===== src/rtl/arm_pkg.sv =====
// Shared types and constants for the ARM fetch stage and its helpers.
// Latency: none (declarations only).
// Backpressure: none (declarations only).
package arm_pkg;

    localparam int              WORD_W    = 32;
    localparam logic [31:0]     PC_INC    = 32'd4;
    localparam logic [31:0]     NOP_INSTR = 32'd0;

    // Contents of the IF/ID pipeline register.
    typedef struct packed {
        logic [WORD_W-1:0] pc;      // PC+4 of the held instruction
        logic [WORD_W-1:0] instru;  // held instruction word
        logic              valid;   // 0 = bubble
    } if_id_t;

    typedef enum logic {
        RUN  = 1'b0,
        HOLD = 1'b1
    } fetch_state_t;

    // Instruction addresses are word aligned; the low two bits of a
    // redirect target carry no meaning and are dropped.
    function automatic logic [WORD_W-1:0] align_word(input logic [WORD_W-1:0] a);
        return {a[WORD_W-1:2], 2'b00};
    endfunction

endpackage


===== src/rtl/arm_fetch_stage_if.sv =====
// Bundle of fetch-stage control, instruction-memory and IF/ID signals.
// Latency: none (wiring only).
// Backpressure: freeze from the hazard unit is the only stall input.
// Ports (slave = fetch stage side):
//   in : freeze, branch_taken, branch_addr, imem_instru
//   out: imem_addr, if_id_pc, if_id_instru, if_id_valid, fetch_cnt, flush_cnt
interface arm_fetch_if #(
    parameter int CNT_W = 32
);
    import arm_pkg::*;

    logic              freeze;
    logic              branch_taken;
    logic [WORD_W-1:0] branch_addr;
    logic [WORD_W-1:0] imem_addr;
    logic [WORD_W-1:0] imem_instru;
    logic [WORD_W-1:0] if_id_pc;
    logic [WORD_W-1:0] if_id_instru;
    logic              if_id_valid;
    logic [CNT_W-1:0]  fetch_cnt;
    logic [CNT_W-1:0]  flush_cnt;

    // Environment side: hazard unit, execute stage, instruction memory, decode.
    modport master (
        output freeze, branch_taken, branch_addr, imem_instru,
        input  imem_addr, if_id_pc, if_id_instru, if_id_valid, fetch_cnt, flush_cnt
    );

    // Fetch stage side.
    modport slave (
        input  freeze, branch_taken, branch_addr, imem_instru,
        output imem_addr, if_id_pc, if_id_instru, if_id_valid, fetch_cnt, flush_cnt
    );

endinterface


===== src/rtl/arm_pc_reg.sv =====
// Program counter register with +4 increment and branch redirect mux.
// Latency: new PC visible one edge after the request; pc_o is the register itself.
// Backpressure: freeze_i holds the PC unless a branch redirect is present.
// Ports: clk, rst_n; freeze_i, branch_taken_i, branch_addr_i in;
//        pc_o (current PC), pc_inc_o (PC+4, modulo 2^32) out.
module arm_pc_reg
    import arm_pkg::*;
#(
    parameter logic [WORD_W-1:0] RESET_PC = 32'd0
) (
    input  logic              clk,
    input  logic              rst_n,
    input  logic              freeze_i,
    input  logic              branch_taken_i,
    input  logic [WORD_W-1:0] branch_addr_i,
    output logic [WORD_W-1:0] pc_o,
    output logic [WORD_W-1:0] pc_inc_o
);

    logic [WORD_W-1:0] pc_q;
    logic [WORD_W-1:0] pc_d;

    // Natural 32-bit overflow gives the required wrap from FFFF_FFFC to 0.
    assign pc_inc_o = pc_q + PC_INC;
    assign pc_o     = pc_q;

    // Redirect beats freeze: a taken branch must never be lost to a stall.
    always_comb begin
        pc_d = pc_q;
        if (branch_taken_i) begin
            pc_d = align_word(branch_addr_i);
        end else if (!freeze_i) begin
            pc_d = pc_inc_o;
        end
    end

    always_ff @(posedge clk or negedge rst_n) begin
        if (!rst_n) begin
            pc_q <= RESET_PC;
        end else begin
            pc_q <= pc_d;
        end
    end

endmodule


===== src/rtl/arm_fetch_stage.sv =====
// Instruction fetch: PC drives combinational imem, returned word registered into IF/ID.
// Latency: 1 edge PC->IF/ID; a taken branch inserts exactly one bubble.
// Backpressure: freeze holds PC, IF/ID and counters; branch_taken overrides freeze.
// Ports: clk, rst_n (async active-low); bus (arm_fetch_if.slave) carrying
//        freeze/branch_taken/branch_addr/imem_instru in and
//        imem_addr/if_id_pc/if_id_instru/if_id_valid/fetch_cnt/flush_cnt out.
module arm_fetch_stage
    import arm_pkg::*;
#(
    parameter logic [WORD_W-1:0] RESET_PC = 32'd0,
    parameter int                CNT_W    = 32
) (
    input  logic      clk,
    input  logic      rst_n,
    arm_fetch_if.slave bus
);

    localparam logic [CNT_W-1:0] CNT_ONE = {{(CNT_W-1){1'b0}}, 1'b1};
    localparam logic [CNT_W-1:0] CNT_MAX = {CNT_W{1'b1}};

    logic [WORD_W-1:0] pc;
    logic [WORD_W-1:0] pc_inc;

    if_id_t            if_id_q;
    if_id_t            if_id_d;
    logic [CNT_W-1:0]  fetch_cnt_q;
    logic [CNT_W-1:0]  fetch_cnt_d;
    logic [CNT_W-1:0]  flush_cnt_q;
    logic [CNT_W-1:0]  flush_cnt_d;
    fetch_state_t      state_q;
    fetch_state_t      state_d;
    logic              in_hold;
    logic              advance;

    arm_pc_reg #(
        .RESET_PC (RESET_PC)
    ) u_pc_reg (
        .clk            (clk),
        .rst_n          (rst_n),
        .freeze_i       (bus.freeze),
        .branch_taken_i (bus.branch_taken),
        .branch_addr_i  (bus.branch_addr),
        .pc_o           (pc),
        .pc_inc_o       (pc_inc)
    );

    assign advance = !bus.branch_taken && !bus.freeze;

    // ------------------------------------------------------------------
    // IF/ID register and statistics
    // ------------------------------------------------------------------
    always_comb begin
        if_id_d     = if_id_q;
        fetch_cnt_d = fetch_cnt_q;
        flush_cnt_d = flush_cnt_q;
        if (bus.branch_taken) begin
            // The word fetched this cycle is on the wrong path: squash it.
            if_id_d.pc     = '0;
            if_id_d.instru = NOP_INSTR;
            if_id_d.valid  = 1'b0;
            flush_cnt_d    = (flush_cnt_q == CNT_MAX) ? flush_cnt_q : flush_cnt_q + CNT_ONE;
        end else if (advance) begin
            if_id_d.pc     = pc_inc;
            if_id_d.instru = bus.imem_instru;
            if_id_d.valid  = 1'b1;
            fetch_cnt_d    = (fetch_cnt_q == CNT_MAX) ? fetch_cnt_q : fetch_cnt_q + CNT_ONE;
        end
    end

    always_ff @(posedge clk or negedge rst_n) begin
        if (!rst_n) begin
            if_id_q     <= '0;
            fetch_cnt_q <= '0;
            flush_cnt_q <= '0;
        end else begin
            if_id_q     <= if_id_d;
            fetch_cnt_q <= fetch_cnt_d;
            flush_cnt_q <= flush_cnt_d;
        end
    end

    // ------------------------------------------------------------------
    // RUN/HOLD state machine: observability only, drives no port.
    // ------------------------------------------------------------------
    always_ff @(posedge clk or negedge rst_n) begin
        if (!rst_n) begin
            state_q <= RUN;
        end else begin
            state_q <= state_d;
        end
    end

    always_comb begin
        state_d = state_q;
        unique case (state_q)
            RUN:     if (bus.freeze && !bus.branch_taken) state_d = HOLD;
            HOLD:    if (!bus.freeze || bus.branch_taken) state_d = RUN;
            default: state_d = RUN;
        endcase
    end

    always_comb begin
        in_hold = (state_q == HOLD);
    end

    // Being in HOLD means the last edge was a pure freeze, so IF/ID and the
    // PC must not have moved across it.
    a_hold_stable: assert property (@(posedge clk) disable iff (!rst_n)
        in_hold |-> ($stable(if_id_q) && $stable(pc)));

    // ------------------------------------------------------------------
    // Outputs
    // ------------------------------------------------------------------
    assign bus.imem_addr    = pc;
    assign bus.if_id_pc     = if_id_q.pc;
    assign bus.if_id_instru = if_id_q.instru;
    assign bus.if_id_valid  = if_id_q.valid;
    assign bus.fetch_cnt    = fetch_cnt_q;
    assign bus.flush_cnt    = flush_cnt_q;

endmodule


===== src/flat_wrapper.sv =====
// flat-port wrapper written by rule: the top's interface ports become plain ports
module arm_fetch_stage_flat import arm_pkg::*;
#(
    parameter logic [WORD_W-1:0] RESET_PC = 32'd0,
    parameter int                CNT_W    = 32
)
  (clk, rst_n, bus_freeze, bus_branch_taken, bus_branch_addr, bus_imem_instru, bus_imem_addr, bus_if_id_pc, bus_if_id_instru, bus_if_id_valid, bus_fetch_cnt, bus_flush_cnt);
  arm_fetch_if #(.CNT_W(CNT_W)) bus_i ();
  input  logic clk;
  input  logic rst_n;
  input wire logic [$bits(bus_i.freeze)-1:0] bus_freeze;
  input wire logic [$bits(bus_i.branch_taken)-1:0] bus_branch_taken;
  input wire logic [$bits(bus_i.branch_addr)-1:0] bus_branch_addr;
  input wire logic [$bits(bus_i.imem_instru)-1:0] bus_imem_instru;
  output wire logic [$bits(bus_i.imem_addr)-1:0] bus_imem_addr;
  output wire logic [$bits(bus_i.if_id_pc)-1:0] bus_if_id_pc;
  output wire logic [$bits(bus_i.if_id_instru)-1:0] bus_if_id_instru;
  output wire logic [$bits(bus_i.if_id_valid)-1:0] bus_if_id_valid;
  output wire logic [$bits(bus_i.fetch_cnt)-1:0] bus_fetch_cnt;
  output wire logic [$bits(bus_i.flush_cnt)-1:0] bus_flush_cnt;
  assign bus_i.freeze = bus_freeze;
  assign bus_i.branch_taken = bus_branch_taken;
  assign bus_i.branch_addr = bus_branch_addr;
  assign bus_i.imem_instru = bus_imem_instru;
  assign bus_imem_addr = bus_i.imem_addr;
  assign bus_if_id_pc = bus_i.if_id_pc;
  assign bus_if_id_instru = bus_i.if_id_instru;
  assign bus_if_id_valid = bus_i.if_id_valid;
  assign bus_fetch_cnt = bus_i.fetch_cnt;
  assign bus_flush_cnt = bus_i.flush_cnt;
  arm_fetch_stage #(.RESET_PC(RESET_PC), .CNT_W(CNT_W)) u_core (.clk(clk), .rst_n(rst_n), .bus(bus_i));
endmodule

===== config.mk =====
export PLATFORM = sky130hd
export DESIGN_NAME = arm_fetch_stage_flat
export DESIGN_NICKNAME = d
export VERILOG_FILES = /design/src/rtl/arm_pkg.sv /design/src/rtl/arm_fetch_stage_if.sv /design/src/rtl/arm_pc_reg.sv /design/src/rtl/arm_fetch_stage.sv /design/src/flat_wrapper.sv
export SDC_FILE = /design/constraint.sdc
export NUM_CORES = 1
export LEC_CHECK = 0
export ABC_AREA = 1
export CAP_MARGIN = 0
export CORE_MARGIN = 10
export CORE_UTILIZATION = 45
export DETAILED_ROUTE_END_ITERATION = 8
export PLACE_DENSITY = 0.75
export SYNTH_ARGS = -nofsm -noshare
export SYNTH_HDL_FRONTEND = slang
export SYNTH_SLANG_ARGS = --single-unit

===== constraint.sdc =====
create_clock -name clk -period 2.55 [get_ports clk]
set_input_delay 0.255 -clock clk [delete_from_list [all_inputs] [get_ports clk]]
set_output_delay 0.255 -clock clk [all_outputs]
set_load 0.02 [all_outputs]

==> reports/metrics.csv <==
stage;metric;value;unit
final_layout;final instance area;0.0119;mm^2
pwr;clock share of power;38.5;%
yosys;Syn Area/Cell;7.00;um^2
worst_setup_path;Arr. time, crit path;2.35;ns
yosys;number of synthesized register bits;158;
sta;Final Skew;0.0174;ns
routing;1st-iter DRT viols;522;
pwr;Logic pwr share;18.5;%
floorplanning;IO Pins;229;
routing;Via density;4.90;
routing;Routed WL per cell;15.3;um
cts;worst skew pair latency;0.43;ns
yosys;Netlist Area Pre-Place;0.00878;mm^2
yosys;synth unique cells;30;
global_routing;grt total ovfl;0;
routing;drt drc;0;
worst_setup_path;Setup crit end kind;flop;
worst_setup_path;Startpoint Class;flop;
routing;Final ANT Viol Nets;0;
cts;# clock sinks;158;
cts;Max clock buf depth;2;
pwr;switching pwr;2.11;mW
cts;Post-CTS Setup Bufs;0;
final_layout;most frequent cells in the layout;604 x nand2_1, 222 x clkdlybuf4s50_1, 158 x dfrtp_1;
sta;Slew Viols, Final;0;
pwr;sequential share of power;42.9;%
pwr;Leak;5.60;nW
final_layout;most common cell after layout, fill and taps aside;nand2_1;
global_routing;first-pass GRT wire length;44.0;mm
placement;DP HPWL;20.3;mm
sta;Setup Total Neg Slack;0;ns
routing;Vias;8593;
sta;final worst path period need;2.04;ns
cts;Root Driver;clkbuf_16;
outcome;status;finished clean;
yosys;sequential share of the synthesized area;45.0;%
floorplanning;full die area;0.0255;mm^2
sta;RSZ-0062 raised after global routing;false;
placement;IO Port Bufs;224;
yosys;YS warnings;0;
final_layout;Synth-to-Final Area Change;35.2;%
worst_setup_path;CP required;2.86;ns
cts;number of H-tree levels;4;
yosys;post-synthesis cell count;1254;
final_layout;Post-Route Utilization;61.4;%
sta;fin crit share;80.1;%
global_routing;largest net degree at the start of global routing;61;
global_routing;initial antenna violation count;1;
routing;drt pass-1 iters;6;
worst_setup_path;worst-path maximum fanout;28;
pwr;PwrDens;569;mW/mm^2
sta;Achievable Freq;490;MHz
cts;Post-CTS Resized;0;
yosys;area leader, netlist;dfrtp_1;
worst_setup_path;Worst R2R Setup Slack;0.51;ns
placement;placed cell areas;0.0113;mm^2
run;MaxCap Viol Count;0;
floorplanning;width of the die;160;um
final_layout;share of cells above drive strength 1;4.37;%
floorplanning;die span in y;160;um
routing;drt total wl;26.9;mm
placement;GPL Wtd Cong;0.913;
yosys;top cell type's share of synthesized area;45.0;%
global_routing;vias in the first global route;8512;
cts;CTS tree;done;
sta;Worst-Margin Slew;0.620;ns
hold_path;Worst Hold Class;in -> reg;
floorplanning;Core Box Area;0.0193;mm^2
final_layout;Nets;1547;
worst_setup_path;kind of critical path;reg -> reg;
pwr;VDD IR-drop max;0.448;mV
pwr;sw frac;31.2;%
cts;TritonCTS Buffers;17;
yosys;synth top area cells;dfrtp_1 45%, nand2_1 26%, nor2_1 6.3%;
sta;Worst slew margin;58.3;%
global_routing;Tot GR Track Use;21.0;%
pwr;Internal;4.65;mW
floorplanning;Site Rows;51;
sta;final setup vio count;0;
floorplanning;Initial Utilization;45.4;%
cts;clock-pin slew on the worst setup and hold paths;0.07;ns
sta;Hold Violations, Final;0;
## worst max-delay path, stage by stage (launching register included)
cell and delay [ns]:
dfrtp_1 0.47, ha_1 0.30, nand3_2 0.16, inv_2 0.12, nand2_4 0.07, nor2_4 0.14
nand2_2 0.09, nand2_4 0.22, inv_4 0.17, nand2_1 0.10, nand2_1 0.05
## worst paths after layout
path	start	endpoint	depth (start not counted)
hold reg to reg	u_core.bus.if_id_pc[3]	u_core.bus.if_id_pc[3]	2
min in group asynchronous	rst_n	u_core.bus.if_id_pc[20]	2
hold / removal	bus_branch_taken	u_core.u_pc_reg.pc_o[6]	3
setup reg to reg	u_core.bus.flush_cnt[0]	u_core.bus.flush_cnt[25]	10
setup / recovery	u_core.bus.flush_cnt[0]	u_core.bus.flush_cnt[25]	10
max in group asynchronous	rst_n	u_core.bus.if_id_instru[1]	3
## cells by family (layout without fill, tap and decap cells)
logic type      after synthesis  in the layout  share of synthesized area, %
fa+ha+maj                     3              3                         0.428
simple gates                845            845                          38.5
buf+inv                     145            379                          7.14
xor+xnor                     33             33                          3.29
flops                       158            158                          45.0
other cells                   1              3                        0.0427
compound gates               69             69                          5.56
## synth_stat cells, drive strengths merged
cell	n
buf	22
nand4	10
o21ai	27
ha	3
nor3	2
dfrtp	158
nand2	611
a22o	36
xnor2	18
xor2	15
a21oi	3
o211ai	3
nand3b	2
nand3	65
clkbuf	12
conb	1
nor2	155
inv	111
## through the flow
stage | setup slack, ns | total power, mW | hold slack [ns] | std cells
floorplan | 0.769 | 3.53 | -0.0406 | 1255
global placement | 0.567 | 4.19 | 0.265 | 1721
detailed placement | 0.514 | 4.21 | 0.271 | 1721
CTS | 0.503 | 6.83 | 0.317 | 1754
global route | 0.301 | 7.05 | 0.346 | 1755
finish | 0.508 | 6.76 | 0.322 | 1755
## area by class of cell
type | count | area, um^2
Clock inverter | 15 | 168
Sequential cell | 158 | 3950
Antenna cell | 1 | 2.50
Tap cell | 265 | 332
Multi-Input combinational cell | 952 | 4210
Clock buffer | 17 | 425
Inverter | 111 | 422
Timing Repair Buffer | 236 | 2360
Fill cell | 1768 | 7460
## registers in the layout, summed over array words and instances (netlist names)
| name | cells |
|---|---|
| u_core.bus.if_id_pc | 31 |
| u_core.bus.fetch_cnt | 32 |
| u_core.u_pc_reg.pc_o | 30 |
| u_core.bus.if_id_valid | 1 |
| u_core.bus.flush_cnt | 32 |
| u_core.bus.if_id_instru | 32 |
## per-layer routing
metal | share of wire (%) | track usage [%] | vias to the layer above
met1 | 42 | 24.4 | 3969
met2 | 47 | 34.4 | 269
met3 | 8.8 | 8.25 | 41
met4 | 2.2 | 7.58 | 0
met5 | 0 | 0 | -
li1 | - | - | 4314
## power by group through the flow
stage	clock, mW	combinational, mW	sequential [mW]
floorplan	0	0.422	3.11
global placement	0	1.25	2.94
detailed placement	0	1.26	2.94
CTS	2.66	1.27	2.90
global route	2.75	1.37	2.94
finish	2.60	1.25	2.90
## what timing repair did
| item | in CTS | in global routing |
|---|---|---|
| hold buffers | 1 | 0 |
| endpoints found under the hold margin | 57 | 0 |
| setup endpoints to repair | 0 | 0 |
(Power assumes the default switching activity.)
